### src/rtl/wash_pkg.sv
`default_nettype none
// ============================================================================
// Module  : wash_pkg
// Purpose : Shared types and codes for the washer phase timer.
// Revision: 1.0 - initial release
// ============================================================================
package wash_pkg;

  // Phase timer states
  typedef enum logic [2:0] {
    ST_IDLE        = 3'd0,
    ST_COUNT_CYCLE = 3'd1,
    ST_COUNT_SPIN  = 3'd2,
    ST_WATCH_FILL  = 3'd3,
    ST_WATCH_DRAIN = 3'd4,
    ST_EXPIRED     = 3'd5,
    ST_FAULT       = 3'd6
  } state_e;

  // Wash program codes (code 3 behaves as normal)
  localparam logic [1:0] PROG_QUICK  = 2'd0;
  localparam logic [1:0] PROG_NORMAL = 2'd1;
  localparam logic [1:0] PROG_HEAVY  = 2'd2;

  // Fault codes
  localparam logic [1:0] FLT_NONE  = 2'b00;
  localparam logic [1:0] FLT_FILL  = 2'b01;
  localparam logic [1:0] FLT_DRAIN = 2'b10;

endpackage
`default_nettype wire

### src/rtl/wash_tick_prescaler.sv
`default_nettype none
// ============================================================================
// Module  : wash_tick_prescaler
// Purpose : Divides clk by TICK_DIV into a one-clock tick; restart_i holds
//           the divider at 0 so the first tick lands TICK_DIV clks after
//           restart_i is released.
// Revision: 1.0 - initial release
// ============================================================================
module wash_tick_prescaler #(
  parameter int TICK_DIV = 1000
) (
  input  logic clk,
  input  logic reset,
  input  logic restart_i,
  output logic tick_o
);

  localparam int             PW   = (TICK_DIV > 1) ? $clog2(TICK_DIV) : 1;
  localparam logic [PW-1:0]  LAST = PW'(TICK_DIV - 1);

  logic [PW-1:0] pre_q;

  // Free-running divider, wraps at TICK_DIV-1, held at 0 during restart
  always_ff @(posedge clk or posedge reset) begin
    if (reset) begin
      pre_q <= '0;
    end else if (restart_i || (pre_q == LAST)) begin
      pre_q <= '0;
    end else begin
      pre_q <= pre_q + PW'(1);
    end
  end

  assign tick_o = (pre_q == LAST);

endmodule
`default_nettype wire

### src/rtl/wash_phase_timer.sv
`default_nettype none
// ============================================================================
// Module  : wash_phase_timer
// Purpose : Times the wash and spin phases for the washer FSM and watchdogs
//           the fill and drain phases, raising a latched fault on overrun.
// Revision: 1.0 - initial release
// ============================================================================
module wash_phase_timer
  import wash_pkg::*;
#(
  parameter int TICK_DIV    = 1000,
  parameter int CNT_W       = 16,
  parameter int QUICK_WASH  = 300,
  parameter int NORMAL_WASH = 600,
  parameter int HEAVY_WASH  = 900,
  parameter int SPIN_T      = 200,
  parameter int FILL_LIMIT  = 400,
  parameter int DRAIN_LIMIT = 400
) (
  input  logic             clk,
  input  logic             reset,
  input  logic [1:0]       prog_sel,
  input  logic             prog_load,
  input  logic             run_cycle,
  input  logic             run_spin,
  input  logic             fill_active,
  input  logic             drain_active,
  input  logic             rinse,
  input  logic             fault_clr,
  output logic             cycle_timeout,
  output logic             spin_timeout,
  output logic             fault,
  output logic [1:0]       fault_code,
  output logic [1:0]       prog_active,
  output logic [CNT_W-1:0] remaining
);

  localparam int TW = CNT_W + 1;

  // Clamp a wide target into CNT_W bits; a zero target still waits one tick
  function automatic logic [CNT_W-1:0] sat_target(input logic [TW-1:0] raw);
    if (raw == '0)  return CNT_W'(1);
    if (raw[CNT_W]) return '1;
    return raw[CNT_W-1:0];
  endfunction

  state_e           state_q;
  logic [CNT_W-1:0] count_q;
  logic [CNT_W-1:0] target_q;
  logic [CNT_W-1:0] target_d;
  logic [1:0]       prog_d;
  logic             spin_q;
  logic             cycle_to_q;
  logic             spin_to_q;
  logic             fault_q;
  logic [1:0]       fault_code_q;
  logic [1:0]       prog_q;
  logic             counting;
  logic             tick;
  logic             last_tick;

  assign counting = (state_q == ST_COUNT_CYCLE) || (state_q == ST_COUNT_SPIN) ||
                    (state_q == ST_WATCH_FILL)  || (state_q == ST_WATCH_DRAIN);

  // The tick that brings the count up to the target ends the phase
  assign last_tick = tick && ((count_q + CNT_W'(1)) >= target_q);

  wash_tick_prescaler #(
    .TICK_DIV (TICK_DIV)
  ) u_prescaler (
    .clk       (clk),
    .reset     (reset),
    .restart_i (!counting),
    .tick_o    (tick)
  );

  // Target for the phase about to be entered from IDLE; a same-edge program
  // load already applies to it
  always_comb begin
    logic [TW-1:0] wash_raw;
    logic [TW-1:0] spin_raw;
    prog_d = prog_load ? prog_sel : prog_q;
    case (prog_d)
      PROG_QUICK: wash_raw = TW'(QUICK_WASH);
      PROG_HEAVY: wash_raw = TW'(HEAVY_WASH);
      default:    wash_raw = TW'(NORMAL_WASH);
    endcase
    if (rinse) wash_raw = wash_raw >> 1;
    spin_raw = (prog_d == PROG_HEAVY) ? TW'(2 * SPIN_T) : TW'(SPIN_T);
    if (fill_active)       target_d = sat_target(TW'(FILL_LIMIT));
    else if (drain_active) target_d = sat_target(TW'(DRAIN_LIMIT));
    else if (run_cycle)    target_d = sat_target(wash_raw);
    else                   target_d = sat_target(spin_raw);
  end

  // Phase state machine with registered timeout/fault outputs
  always_ff @(posedge clk or posedge reset) begin
    if (reset) begin
      state_q      <= ST_IDLE;
      count_q      <= '0;
      target_q     <= '0;
      spin_q       <= 1'b0;
      cycle_to_q   <= 1'b0;
      spin_to_q    <= 1'b0;
      fault_q      <= 1'b0;
      fault_code_q <= FLT_NONE;
      prog_q       <= PROG_NORMAL;
    end else begin
      case (state_q)
        ST_IDLE: begin
          count_q <= '0;
          if (prog_load) prog_q <= prog_sel;
          if (fill_active || drain_active || run_cycle || run_spin) target_q <= target_d;
          if (fill_active)       state_q <= ST_WATCH_FILL;
          else if (drain_active) state_q <= ST_WATCH_DRAIN;
          else if (run_cycle)    state_q <= ST_COUNT_CYCLE;
          else if (run_spin)     state_q <= ST_COUNT_SPIN;
        end
        ST_COUNT_CYCLE, ST_COUNT_SPIN: begin
          if ((state_q == ST_COUNT_CYCLE) ? !run_cycle : !run_spin) begin
            state_q <= ST_IDLE;
            count_q <= '0;
          end else if (last_tick) begin
            state_q    <= ST_EXPIRED;
            count_q    <= '0;
            spin_q     <= (state_q == ST_COUNT_SPIN);
            cycle_to_q <= (state_q == ST_COUNT_CYCLE);
            spin_to_q  <= (state_q == ST_COUNT_SPIN);
          end else if (tick) begin
            count_q <= count_q + CNT_W'(1);
          end
        end
        ST_WATCH_FILL, ST_WATCH_DRAIN: begin
          if ((state_q == ST_WATCH_FILL) ? !fill_active : !drain_active) begin
            state_q <= ST_IDLE;
            count_q <= '0;
          end else if (last_tick) begin
            state_q      <= ST_FAULT;
            count_q      <= '0;
            fault_q      <= 1'b1;
            fault_code_q <= (state_q == ST_WATCH_FILL) ? FLT_FILL : FLT_DRAIN;
          end else if (tick) begin
            count_q <= count_q + CNT_W'(1);
          end
        end
        ST_EXPIRED: begin
          if (spin_q ? !run_spin : !run_cycle) begin
            state_q    <= ST_IDLE;
            cycle_to_q <= 1'b0;
            spin_to_q  <= 1'b0;
          end
        end
        ST_FAULT: begin
          if (fault_clr && !run_cycle && !run_spin && !fill_active && !drain_active) begin
            state_q      <= ST_IDLE;
            fault_q      <= 1'b0;
            fault_code_q <= FLT_NONE;
          end
        end
        default: begin
          state_q <= ST_IDLE;
        end
      endcase
    end
  end

  assign cycle_timeout = cycle_to_q;
  assign spin_timeout  = spin_to_q;
  assign fault         = fault_q;
  assign fault_code    = fault_code_q;
  assign prog_active   = prog_q;
  assign remaining     = counting ? (target_q - count_q) : '0;

endmodule
`default_nettype wire

### config.mk
export PLATFORM = sky130hd
export DESIGN_NAME = wash_phase_timer
export DESIGN_NICKNAME = d
export VERILOG_FILES = /design/src/rtl/wash_pkg.sv /design/src/rtl/wash_tick_prescaler.sv /design/src/rtl/wash_phase_timer.sv
export SDC_FILE = /design/constraint.sdc
export NUM_CORES = 1
export LEC_CHECK = 0
export ABC_AREA = 1
export CORE_MARGIN = 2
export CORE_UTILIZATION = 40
export DETAILED_ROUTE_END_ITERATION = 7
export SYNTH_ARGS = -nofsm -noshare
export SYNTH_HDL_FRONTEND = slang
export SYNTH_SLANG_ARGS = --single-unit
### constraint.sdc
create_clock -name clk -period 2.5 [get_ports clk]
set_input_delay 0.75 -clock clk [delete_from_list [all_inputs] [get_ports clk]]
set_output_delay 0.75 -clock clk [all_outputs]
set_load 0.05 [all_outputs]
==> Word level (Yosys, flattened, before mapping) <==
Cells that the tools add are included.
Widths: inputs -> output; s select.
{ "totals": {"output_inout_bits": 23, "ff_bits": 53, "inputBits": 11} }
{ "op_classes": {"magnitude_cmp": 1, "n_bitwise": 1, "n_eq_ne": 17, "n_mux": 70, "reduce_logical": 31, "add_sub_neg": 3} }
{ "op_table": {"columns": ["cell", "n"], "rows": [
  ["$mux 16", 16],
  ["$pmux 16 s3", 1],
  ["$logic_not 17->1", 2],
  ["$mux 3", 10],
  ["$mux 1", 29],
  ["$pmux 10 s2", 1],
  ["$mux 17", 1],
  ["$add 16x1->16 const B", 1],
  ["$ge 16x16->1", 1],
  ["$sub 16x16->16", 1],
  ["$pmux 3 s5", 1],
  ["$ne 2x2->1 const B", 6],
  ["$add 10x1->10 const B", 1],
  ["$eq 10x10->1 const B", 1],
  ["$mux 10", 1],
  ["$mux 2", 5],
  ["$eq 3x3->1 const B", 3],
  ["$mux 9", 1],
  ["$reduce_and 4->1", 2],
  ["$logic_or 1x1->1", 7],
  ["$eq 3x2->1 const B", 2],
  ["$ne 3x3->1 const B", 2],
  ["$pmux 1 s2", 3],
  ["$logic_and 1x1->1", 5],
  ["14 further kinds", 20]
]} }

==> Logic depth before layout (Yosys ltp) <==
Gate-level depths: netlist (run 1).
{ "depth": {"word_depth": 18, "depth_mapped": 19} }

==> Hierarchy <==
Synthesis (run 1) repeated with hierarchy kept, for this count alone.
{ "unflattened": {"hier_cells": 519, "area_unflattened_um2": 3664.8} }
{ "modules_own_cells": {"columns": ["mod", "cells_per_inst", "seq_area_each_um2", "area_per_inst_um2", "instances"], "rows": [
  ["wash_phase_timer", 451, 927.1, 3113.0, 1],
  ["wash_tick_prescaler", 68, 250.2, 551.8, 1]
]} }

==> Worst setup path before layout (run 1) <==
Ideal clock, no wire load.
{ "synth_path": {"kind": "reg-to-output", "from": "reg count_q[3]", "to": "out remaining[10]", "arrival_time_ps": 2543, "stages_incl_launch_ff": 9, "path_slack_ps": -793, "required_ps": 1750, "cell_sequence": "dfrtp_1 > inv_1 > ha_1 > a21oi_1 > o21ai_0 > nand4_1 > o2111ai_1 > nor2_1 > nor3_1"} }
{ "synth_via": {"elab_chain_cells": 2} }
{ "synth_rtl": {"columns": ["element", "line_no", "text"], "rows": [
  ["start, declared", "wash_phase_timer.sv:48", "logic [CNT_W-1:0] count_q;"],
  ["start signal, assigned", "wash_phase_timer.sv:130", "count_q <= count_q + CNT_W'(1);"],
  ["start signal, assigned", "wash_phase_timer.sv:143", "count_q <= count_q + CNT_W'(1);"],
  ["$sub 16x16->16", "wash_phase_timer.sv:172", "assign remaining = counting ? (target_q - count_q) : '0;"],
  ["$mux 16", "wash_phase_timer.sv:172", null],
  ["end, declared", "wash_phase_timer.sv:35", "output logic [CNT_W-1:0] remaining"]
]} }
No other way between the ends.

==> Worst setup path in the final report (run 1) <==
{ "layout_path": {"from": "reg count_q[2]", "to": "out remaining[11]"} }
The elaborated chain is that of the path after synthesis.

==> results.py, run 1 <==
metrics = {
    "power": {
        "power.total_uw": 7020,
        "irDropWorstVdd_mv": 0.715,
        "pwr_density_cell_nw_per_um2": 1170,
        "power.leakage_uw": 0.00285,
    },
    "critical_path": {
        "critPathMostFrequentCell": "nand2_2",
        "maximum_net_fanout_on_the_critical_path": 4,
        "critical_path_cell_count": 12,
        "worst_r2r_endpoint": "state_q[2]",
        "cp_data_arrival_time_ns": 2.24,
        "worst_setup_path_endpoint": "remaining[11]",
        "rr_worst_depth": 16,
        "reg2reg_setup_slack_ns": 0,
        "timing_worst_setup_path_type": "flip-flop to output pin",
        "path_buf_inv": 4,
        "worst_setup_path_end_kind": "output pin",
        "critical-path-slowest-cell": "dfrtp_1",
        "crit_path_start_kind": "flip-flop",
        "critical_path_required_ns": 1.75,
        "max_stage_delay_ns": 0.40,
        "path_delay_family": "compound AO/OA/AOI/OAI gates",
        "crit_path_start": "count_q[2]",
        "worstReg2RegStart": "count_q[0]",
        "worstPathCellList": "inv_2, ha_4, a21oi_2, nand2_2, nand2_2, nand2_2, a31oi_4, o21ai_4, buf_4, buf_4, a21oi_4, buf_12",
    },
    "yosys": {
        "ys_ff_latch": 47,
        "netlist.top_cell.by_area": "dfrtp_1",
        "synth_cell_types": 39,
        "post_synth.cell_area_avg_um2": 6.96,
        "synth_top_flop_cell": "dfrtp_1",
        "synthesis.instances": 517,
        "number_of_nets_produced_by_synthesis": 551,
        "synthesis.area_um2": 3600,
        "synth.top_cell.area_share_pct": 32.0,
        "synthesis.yosys.warnings": 0,
        "yosysSeqAreaShare_pct": 32.7,
        "asyncSetResetFlopFracSynth_pct": 100,
        "synth.top_cells.by_area": "dfrtp_1 (32%), nand2_1 (13%), inv_1 (8.4%)",
        "synth_edf_count": 0,
    },
    "routing": {
        "vias_per_cell": 5.30,
        "post_route_antenna_net_violation_count": 0,
        "drtPass1Iterations": 5,
        "detailed_route_drc_error_count": 0,
        "initial_drc_count": 134,
        "vias": 4064,
        "finalWirelength_mm": 11.8,
        "routed_wire_per_std_cell_um": 15.3,
    },
    "timing": {
        "period_share_pct": 120,
        "maxSlewViolCount": 0,
        "final_period_minus_worst_setup_slack_ns": 2.99,
        "max_freq_mhz": 334,
        "tightestPinTransition_ns": 0.506,
        "timing.final.ws_setup_ns": -0.494,
        "hold_viol_final": 0,
        "maxSlewHeadroom_pct": 66.2,
        "grt_setup_unrepaired": "yes",
        "report.final.setup_viol": 17,
        "clock_skew_ns": 0.00509,
    },
    "global_routing": {
        "first_global_vias": 3936,
        "grt_start_max_net_pins": 22,
        "grt_util_all_layers_pct": 23.1,
        "grt_remaining_overflow": 0,
        "grt_pass1_wl_mm": 18.4,
        "antenna_violations_before_repair": 0,
    },
    "cts": {
        "clock_path_buffers": 2,
        "cts_tree": "done",
        "cts.reportedPaths.clkPinSlew_ns": 0.09,
        "clk_root_buffer_cell": "clkbuf_8",
        "ctsHtreeMaxLevel": 2,
        "clkSinkCount": 47,
        "cts.hold.buffers_added": 0,
        "cts-buffers-inserted": 5,
        "worst_skew_pair.late_latency_ns": 0.31,
    },
    "die": {
        "cell_rows": 34,
        "dieWidth_um": 98.8,
        "floorplan.die.height_um": 98.8,
        "initial_utilization_pct": 41.3,
        "io-pin-count": 34,
        "fp.dieArea_um2": 9770,
        "floorplan.core_area_um2": 8720,
    },
    "finish": {
        "final_net_count": 692,
        "syn2layout_area_growth_pct": 67.5,
        "fill_cells": 675,
        "n_antenna_cell": 0,
        "final_layout_size_suffix_gt1_share_pct": 43.6,
        "postLayoutCellArea_um2": 6030,
        "finish.cell_count_without_fillers": 767,
    },
    "placed_design": {
        "placement.cell_area_um2": 4980,
        "place_congestion": 0.948,
        "place_ws_ns": -0.230,
        "placement.io_buffers": 33,
        "dp_hpwl_mm": 8.05,
        "placed_cells_incl_taps": 726,
    },
    "flow_run": {
        "maxCapViolations": 0,
    },
    "worst_hold_path": {
        "worstHoldPathType": "flip-flop to flip-flop",
    },
    "status": {
        "status": "finished with violations",
        "failed_checks": "setup timing",
    },
}
-- worst min-delay path by stage --
stage	from	end	slack, ns	cells after the start
6_report	u_prescaler.pre_q[0]	u_prescaler.pre_q[0]	0.46	1
5_1_grt	u_prescaler.pre_q[0]	u_prescaler.pre_q[0]	0.49	1
4_1_cts	u_prescaler.pre_q[0]	u_prescaler.pre_q[0]	0.47	1
3_5_place_dp	u_prescaler.pre_q[0]	u_prescaler.pre_q[0]	0.45	1
3_3_place_gp	u_prescaler.pre_q[0]	u_prescaler.pre_q[0]	0.45	1
2_1_floorplan	u_prescaler.pre_q[0]	u_prescaler.pre_q[0]	0.43	1
-- sequential cells by signal, summed over array words and instances, names as in the netlist, 2 cells and up --
name               cells
u_prescaler.pre_q     10
count_q               16
fault_code             2
target_q              10
prog_active            2
state_q                3
-- what timing repair did --
item	CTS	global route
endpoints found under the setup margin	41	41
buffers inserted	24	16
pin swaps	49	51
resized for setup	95	70
gates cloned	1	0
-- kinds of logic after synthesis --
family / share of synthesized area, %
AO/OA/AOI/OAI: 16.3
XOR/XNOR: 3.16
adder cells (fa/ha/maj): 8.21
flip-flops: 32.7
multiplexers: 0.278
AND/OR/NAND/NOR: 29.2
buffers and inverters: 10.1
-- synthesized netlist by cell type, drive strengths merged, types with 9 or more instances --
master	n
xor2	13
dfrtp	46
nand2	124
ha	22
nor2	64
inv	85
nand4	9
o22ai	18
nor3	12
a21oi	31
nand3	31
o21ai	32
-- final cells by class --
type / instances / area, um^2 / share of cell area [%]
clock buffer: 5 / 68.8 / 1.14
clock inverter: 3 / 43.8 / 0.727
inverter: 85 / 327 / 5.42
multi-input combinational: 379 / 2900 / 48.1
sequential: 47 / 1180 / 19.6
tap: 108 / 135 / 2.24
timing repair buffer: 140 / 1380 / 22.8
-- report_power, final --
part           total, uW  internal, uW  switching (uW)  leakage (uW)
registers           1060           912             149      0.000619
logic               5380          2350            3040       0.00218
clock network        579           298             281     0.0000581
total               7020          3560            3470       0.00285
-- layer usage --
metal	track usage, %	wire [um]
met1	30.0	5080
met2	40.1	5930
met3	2.62	421
met4	8.01	337
met5	0	0
-- stage by stage --
step	hold slack (ns)	util, %	setup TNS, ns
2_1_floorplan	0.433	-	-0.918
3_3_place_gp	0.446	57.1	-1.40
3_5_place_dp	0.452	57.1	-2.09
4_1_cts	0.466	64.4	-4.49
5_1_grt	0.489	69.1	-8.16
6_report	0.464	69.1	-5.16
-- worst reg2reg max path, delay by kind of cell, from the launching register on --
kind,cells,cell delay (ns)
AND/OR/NAND/NOR,10,1.00
flip-flops,1,0.41
adder cells (fa/ha/maj),2,0.38
buffers and inverters,2,0.30
XOR/XNOR,1,0.16
AO/OA/AOI/OAI,1,0.16
-- layout by cell type (no fill, tap or decap), drive strengths merged, types with 4 or more instances in the layout --
cell type	synthesis	final
nand2	124	124
buf	4	123
inv	85	85
nor2	64	64
dfrtp	46	46
o21ai	32	32
nand3	31	31
a21oi	31	31
ha	22	22
o22ai	18	18
clkdlybuf4s50	0	17
xor2	13	13
nor3	12	12
nand4	9	9
a22oi	7	7
clkbuf	1	5
a211oi	4	4
No activity file was read; power rests on OpenSTA's default activity.
==> run 2: changes to the inputs <==
==> constraint.sdc (replaced) <==
create_clock -name clk -period 3.34 [get_ports clk]
set_input_delay 1.002 -clock clk [delete_from_list [all_inputs] [get_ports clk]]
set_output_delay 1.002 -clock clk [all_outputs]
set_load 0.05 [all_outputs]
==> run 2 against run 1 <==
Net effect:
- the flow now finishes without violations
- total power shrank 44%
- worst setup slack gained 0.57 ns
- routed wire length shrank 18%
- critical path type unchanged
- critical endpoint unchanged
- largest power group unchanged
==> results.py, run 2 (synthesis gave the netlist of run 1 again) <==
metrics = {
    "status": {
        "status": "finished, final reports clean",
    },
    "critical_path": {
        "crit_path_start_kind": "flip-flop",
        "cp_data_arrival_time_ns": 2.26,
        "reg2reg_setup_slack_ns": 0.55,
        "critical-path-slowest-cell": "dfrtp_1",
        "maximum_net_fanout_on_the_critical_path": 6,
        "worstPathCellList": "inv_2, ha_4, nand2_2, inv_1, a21oi_2, nand2_4, a31oi_4, o21ai_1, buf_4, o21ai_0, a21oi_2, buf_12",
        "path_delay_family": "compound AO/OA/AOI/OAI gates",
        "critPathMostFrequentCell": "a21oi_2",
        "critical_path_required_ns": 2.34,
        "timing_worst_setup_path_type": "flip-flop to output pin",
        "path_buf_inv": 4,
        "max_stage_delay_ns": 0.40,
        "worst_setup_path_end_kind": "output pin",
    },
    "timing": {
        "tightestPinTransition_ns": 0.825,
        "report.final.setup_viol": 0,
        "grt_setup_unrepaired": "yes",
        "maxSlewHeadroom_pct": 44.9,
        "final_period_minus_worst_setup_slack_ns": 3.27,
        "period_share_pct": 97.8,
        "timing.final.ws_setup_ns": 0.0745,
        "maxSlewViolCount": 0,
        "hold_viol_final": 0,
        "clock_skew_ns": 0.0117,
        "max_freq_mhz": 306,
        "setup_tns_ns": 0,
    },
    "global_routing": {
        "grt_pass1_wl_mm": 15.7,
        "first_global_vias": 3317,
        "antenna_violations_before_repair": 0,
        "grt_remaining_overflow": 0,
        "grt_start_max_net_pins": 40,
        "grt_util_all_layers_pct": 19.7,
    },
    "finish": {
        "multiInputGateArea_um2": 2280,
        "final_net_count": 610,
        "max_reg_flops": 16,
        "register_area_um2": 1180,
        "n_antenna_cell": 0,
        "layout.cells.most_common": "nand2_1",
        "syn2layout_area_growth_pct": 30.3,
        "layout_top_registers": "count_q x16, target_q x10, u_prescaler.pre_q x10",
        "fill_cells": 842,
        "top_reg_by_flops": "count_q",
        "final_layout_size_suffix_gt1_share_pct": 20.1,
        "mostFrequentLayoutCells": "nand2_1 (111), inv_1 (70), nor2_1 (52)",
    },
    "cts": {
        "cts-buffers-inserted": 5,
        "clkSinkCount": 47,
        "clk_root_buffer_cell": "clkbuf_8",
        "clock_path_buffers": 2,
        "cts_tree": "done",
        "worst_skew_pair.late_latency_ns": 0.31,
        "ctsHtreeMaxLevel": 2,
        "cts.hold.buffers_added": 0,
        "cts.reportedPaths.clkPinSlew_ns": 0.10,
    },
    "worst_hold_path": {
        "worstHoldPathType": "flip-flop to flip-flop",
    },
    "routing": {
        "initial_drc_count": 182,
        "detailed_route_drc_error_count": 0,
        "routed_wire_per_std_cell_um": 14.1,
        "finalWirelength_mm": 9.64,
        "vias": 3560,
        "post_route_antenna_net_violation_count": 0,
        "drtPass1Iterations": 5,
        "vias_per_cell": 5.20,
    },
    "die": {
        "floorplan.core_area_um2": 8720,
        "cell_rows": 34,
        "fp.dieArea_um2": 9770,
        "initial_utilization_pct": 41.3,
        "floorplan.die.height_um": 98.8,
        "io-pin-count": 34,
        "dieWidth_um": 98.8,
    },
    "placed_design": {
        "place_ws_ns": 0.116,
        "place_congestion": 0.893,
        "placement.io_buffers": 33,
        "dp_hpwl_mm": 7.11,
    },
    "power": {
        "irDropWorstVdd_mv": 0.433,
        "pwr_density_cell_nw_per_um2": 841,
        "power.leakage_uw": 0.00227,
    },
    "flow_run": {
        "maxCapViolations": 0,
    },
}
## run 2: cell types whose count changed in the layout (fill, tap and decap cells not counted), sizes merged
cell	before	now
clkbuf	5	6
bufinv	1	0
buf	123	40
inv	85	86
## run 2: cell type report
type / instances / area share (%)
multi-input cells: 379 / 48.7
flip-flops and latches: 47 / 25.1
repair buffers: 58 / 14.6
inverters: 85 / 6.80
well taps: 108 / 2.88
clock buffers: 5 / 1.47
clock inverters: 3 / 0.480
## run 2: repair_timing
item | in CTS | in global routing
setup buffers | 4 | 8
endpoints found under the setup margin | 7 | 9
resized for setup | 17 | 36
pin swaps | 3 | 21
## run 2: worst register-to-register path: stages (launching register included)
cell,delay [ns]
dfrtp_1,0.37
buf_4,0.11
buf_4,0.11
nand3_1,0.18
inv_1,0.14
nand2_2,0.09
nor2_1,0.12
xor2_1,0.22
ha_1,0.28
a21oi_1,0.15
nand3_1,0.09
nor2_1,0.13
nand3_2,0.15
nand2_4,0.15
nand2_4,0.16
o21ai_0,0.26
## run 2: where the power goes
group | internal [uW] | switching (uW)
combinational | 1070 | 1710
clock | 150 | 217
sequential | 681 | 112
total | 1910 | 2040
## run 2: stage by stage
stage	utilization (%)	hold slack, ns	cell area (um^2)	cells	total power [uW]
final	53.8	0.461	4690	685	3950
after global routing	53.8	0.480	4690	685	4220
after global placement	49.2	0.447	4290	665	3300
after floorplan	-	0.433	3610	517	2400
after detailed placement	49.2	0.450	4290	665	3320
after CTS	51.8	0.464	4510	677	3790
## run 2: routing by layer
metal	up-vias	track usage [%]	part of all wire, %
li1	1821	-	-
met1	1652	26.7	46
met2	79	33.3	48
met3	8	2.41	4.7
met4	0	4.95	0.85
met5	-	0	0
## run 2: final timing paths
kind,endpoint,depth (start not counted),start
max in group asynchronous,target_q[2],3,reset
setup reg to reg,count_q[0],15,count_q[2]
min in group asynchronous,prog_active[1],2,reset
hold / removal,u_prescaler.pre_q[0],1,u_prescaler.pre_q[0]
hold reg to reg,u_prescaler.pre_q[0],1,u_prescaler.pre_q[0]
setup / recovery,remaining[11],12,count_q[6]
==> run 3: changes to the inputs <==
--- a/config.mk
+++ b/config.mk
@@ -5,7 +5,6 @@
 export SDC_FILE = /design/constraint.sdc
 export NUM_CORES = 1
 export LEC_CHECK = 0
-export ABC_AREA = 1
 export CORE_MARGIN = 2
 export CORE_UTILIZATION = 40
 export DETAILED_ROUTE_END_ITERATION = 7
==> run 3 against run 2 <==
Net effect:
- the flow now finishes with violations (setup timing)
- synthesized cell count fell by 24%
- fmax down 4.4%
- via count decreased by 16%
- die area fell by 3.1%
- first-iteration DRC count is 14% lower
- largest power group unchanged
==> results.py, run 3 <==
metrics = {
    "status": {
        "status": "finished with violations",
        "failed_checks": "setup timing",
    },
    "yosys": {
        "netlist.top_cell.by_area": "dfrtp_1",
        "synth.top_cell.area_share_pct": 33.1,
        "synthesis.yosys.warnings": 0,
        "synthesis.instances": 393,
        "asyncSetResetFlopFracSynth_pct": 100,
        "synth.top_cells.by_area": "dfrtp_1 (33%), ha_1 (7.9%), nor2_1 (5.0%)",
        "yosysSeqAreaShare_pct": 33.8,
        "synth_cell_types": 66,
        "synthesis.area_um2": 3480,
        "yosys-top-cells-count": "dfrtp_1 (46), nor2_1 (46), nand2_1 (35)",
        "synth_edf_count": 0,
        "synth_top_flop_cell": "dfrtp_1",
        "number_of_nets_produced_by_synthesis": 427,
        "post_synth.cell_area_avg_um2": 8.86,
        "ys_ff_latch": 47,
    },
    "critical_path": {
        "critical_path_required_ns": 2.34,
        "reg2reg_setup_slack_ns": 0.27,
        "worstReg2RegStart": "count_q[0]",
        "worst_r2r_endpoint": "state_q[1]",
        "timing_worst_setup_path_type": "flip-flop to output pin",
        "worst_setup_path_end_kind": "output pin",
        "rr_worst_depth": 11,
        "cp_data_arrival_time_ns": 2.41,
        "crit_path_start_kind": "flip-flop",
        "maximum_net_fanout_on_the_critical_path": 3,
    },
    "timing": {
        "maxSlewHeadroom_pct": 63.3,
        "maxSlewViolCount": 0,
        "hold_viol_final": 0,
        "fin_worst_hold_slack_ns": 0.508,
        "tightestPinTransition_ns": 0.550,
        "clock_skew_ns": 0.0127,
        "grt_setup_unrepaired": "yes",
        "max_freq_mhz": 293,
        "final_period_minus_worst_setup_slack_ns": 3.42,
        "timing.final.ws_setup_ns": -0.0769,
        "period_share_pct": 102,
        "report.final.setup_viol": 6,
    },
    "finish": {
        "finish.cell_count_without_fillers": 564,
        "top_reg_by_flops": "count_q",
        "n_antenna_cell": 0,
        "max_reg_flops": 16,
        "syn2layout_area_growth_pct": 29.7,
        "final_layout_size_suffix_gt1_share_pct": 25.2,
        "layout.cells.most_common": "dfrtp_1",
        "mostFrequentLayoutCells": "dfrtp_1 (46), buf_4 (42), nor2_1 (39)",
        "final_net_count": 489,
        "layout_top_registers": "count_q x16, target_q x10, u_prescaler.pre_q x10",
    },
    "cts": {
        "clock_path_buffers": 2,
        "clkSinkCount": 47,
        "worst_skew_pair.late_latency_ns": 0.30,
        "cts.hold.buffers_added": 0,
        "cts-buffers-inserted": 5,
        "cts_tree": "done",
        "cts.reportedPaths.clkPinSlew_ns": 0.09,
        "clk_root_buffer_cell": "clkbuf_8",
        "ctsHtreeMaxLevel": 2,
    },
    "routing": {
        "drtPass1Iterations": 4,
        "vias_per_cell": 5.27,
        "vias": 2975,
        "routed_wire_per_std_cell_um": 14.7,
        "post_route_antenna_net_violation_count": 0,
        "detailed_route_drc_error_count": 0,
        "finalWirelength_mm": 8.27,
        "initial_drc_count": 157,
    },
    "placed_design": {
        "placement.io_buffers": 33,
        "placed_cells_incl_taps": 545,
        "place_congestion": 0.853,
        "dp_hpwl_mm": 6.28,
    },
    "die": {
        "io-pin-count": 34,
        "fp.dieArea_um2": 9460,
        "dieWidth_um": 97.3,
        "floorplan.die.height_um": 97.3,
        "initial_utilization_pct": 40.5,
        "cell_rows": 34,
        "floorplan.core_area_um2": 8590,
    },
    "worst_hold_path": {
        "worst_hold_startpoint": "u_prescaler.pre_q[0]",
        "worstHoldPathType": "flip-flop to flip-flop",
        "min_delay_worst_endpoint": "u_prescaler.pre_q[0]",
        "min_path_cells": 1,
    },
    "global_routing": {
        "grt_util_all_layers_pct": 18.1,
        "grt_start_max_net_pins": 27,
        "first_global_vias": 2933,
        "grt_pass1_wl_mm": 14.2,
        "grt_remaining_overflow": 0,
        "antenna_violations_before_repair": 0,
    },
    "flow_run": {
        "maxCapViolations": 0,
    },
    "power": {
        "irDropWorstVdd_mv": 0.372,
        "pwr_density_cell_nw_per_um2": 809,
        "power.leakage_uw": 0.00198,
    },
}
[run 3: cell types whose count changed after synthesis, moves of 7 or more]
| cell | change |
|---|---|
| nand2_1 | -85 |
| inv_1 | -57 |
| nand3_1 | -20 |
| xnor2_1 | +16 |
| a21oi_1 | -14 |
| o22ai_1 | -13 |
| nor2_1 | -12 |
| o21ai_0 | -12 |
| clkbuf_1 | +8 |
| a22o_1 | +7 |
[run 3: layout make-up]
class / instances / area (um^2)
Clock buffer: 5 / 68.8
Clock inverter: 3 / 67.6
Fill cell: 805 / 4080
Inverter: 24 / 90.1
Multi-Input combinational cell: 309 / 2320
Sequential cell: 47 / 1180
Tap cell: 108 / 135
Timing Repair Buffer: 68 / 657
[run 3: report_power, final]
part	switching [uW]	internal [uW]
combinational	1410	979
sequential	89.5	670
clock	201	299
total	1700	1950
[run 3: cells by family after synthesis]
family,count (synthesis),share of synthesized area (%)
flops,47,33.8
simple gates,164,25.3
compound gates,87,18.7
xor+xnor,26,6.54
mux,8,2.52
buf+inv,37,4.35
fa+ha+maj,24,8.77
[run 3: per-stage QoR]
| step | instance area, um^2 | utilization [%] | power (uW) | setup WS, ns | setup TNS [ns] |
|---|---|---|---|---|---|
| floorplan | 3510 | - | 2250 | -0.276 | -1.07 |
| global placement | 4150 | 48.3 | 2990 | 0.0603 | 0 |
| detailed placement | 4150 | 48.3 | 3010 | 0.0373 | 0 |
| CTS | 4470 | 52.0 | 3630 | -0.124 | -0.617 |
| global route | 4510 | 52.5 | 3880 | -0.200 | -1.31 |
| finish | 4510 | 52.5 | 3650 | -0.0769 | -0.350 |
[run 3: per-layer routing]
metal  global-route usage (%)  share of wire, %
met5                        0                 0
met4                     3.74              0.64
met3                     3.17               3.1
met2                     29.3                47
met1                     25.7                50
[run 3: timing repair]
item,4_1_cts,5_1_grt
buffers inserted,7,4
gates resized for setup,26,6
setup endpoints to repair,9,26
endpoints found under the hold margin,0,0
pin swaps,14,6
[run 3: worst max path at each step]
stage,startpoint,endpoint,slack (ns)
final,target_q[0],remaining[14],-0.08
after global routing,target_q[0],remaining[14],-0.20
after CTS,count_q[1],remaining[13],-0.12
after detailed placement,count_q[1],remaining[15],0.04
after global placement,count_q[6],remaining[15],0.06
after floorplan,state_q[0],remaining[7],-0.28
[run 3: critical path: stages, from the launching register on]
cell	delay, ns
dfrtp_1	0.40
inv_2	0.08
ha_4	0.14
inv_2	0.04
fa_2	0.33
a21o_1	0.16
a21o_1	0.19
a21oi_2	0.22
o31ai_4	0.10
nand2_2	0.11
xnor2_2	0.07
nor2_2	0.13
buf_12	0.15
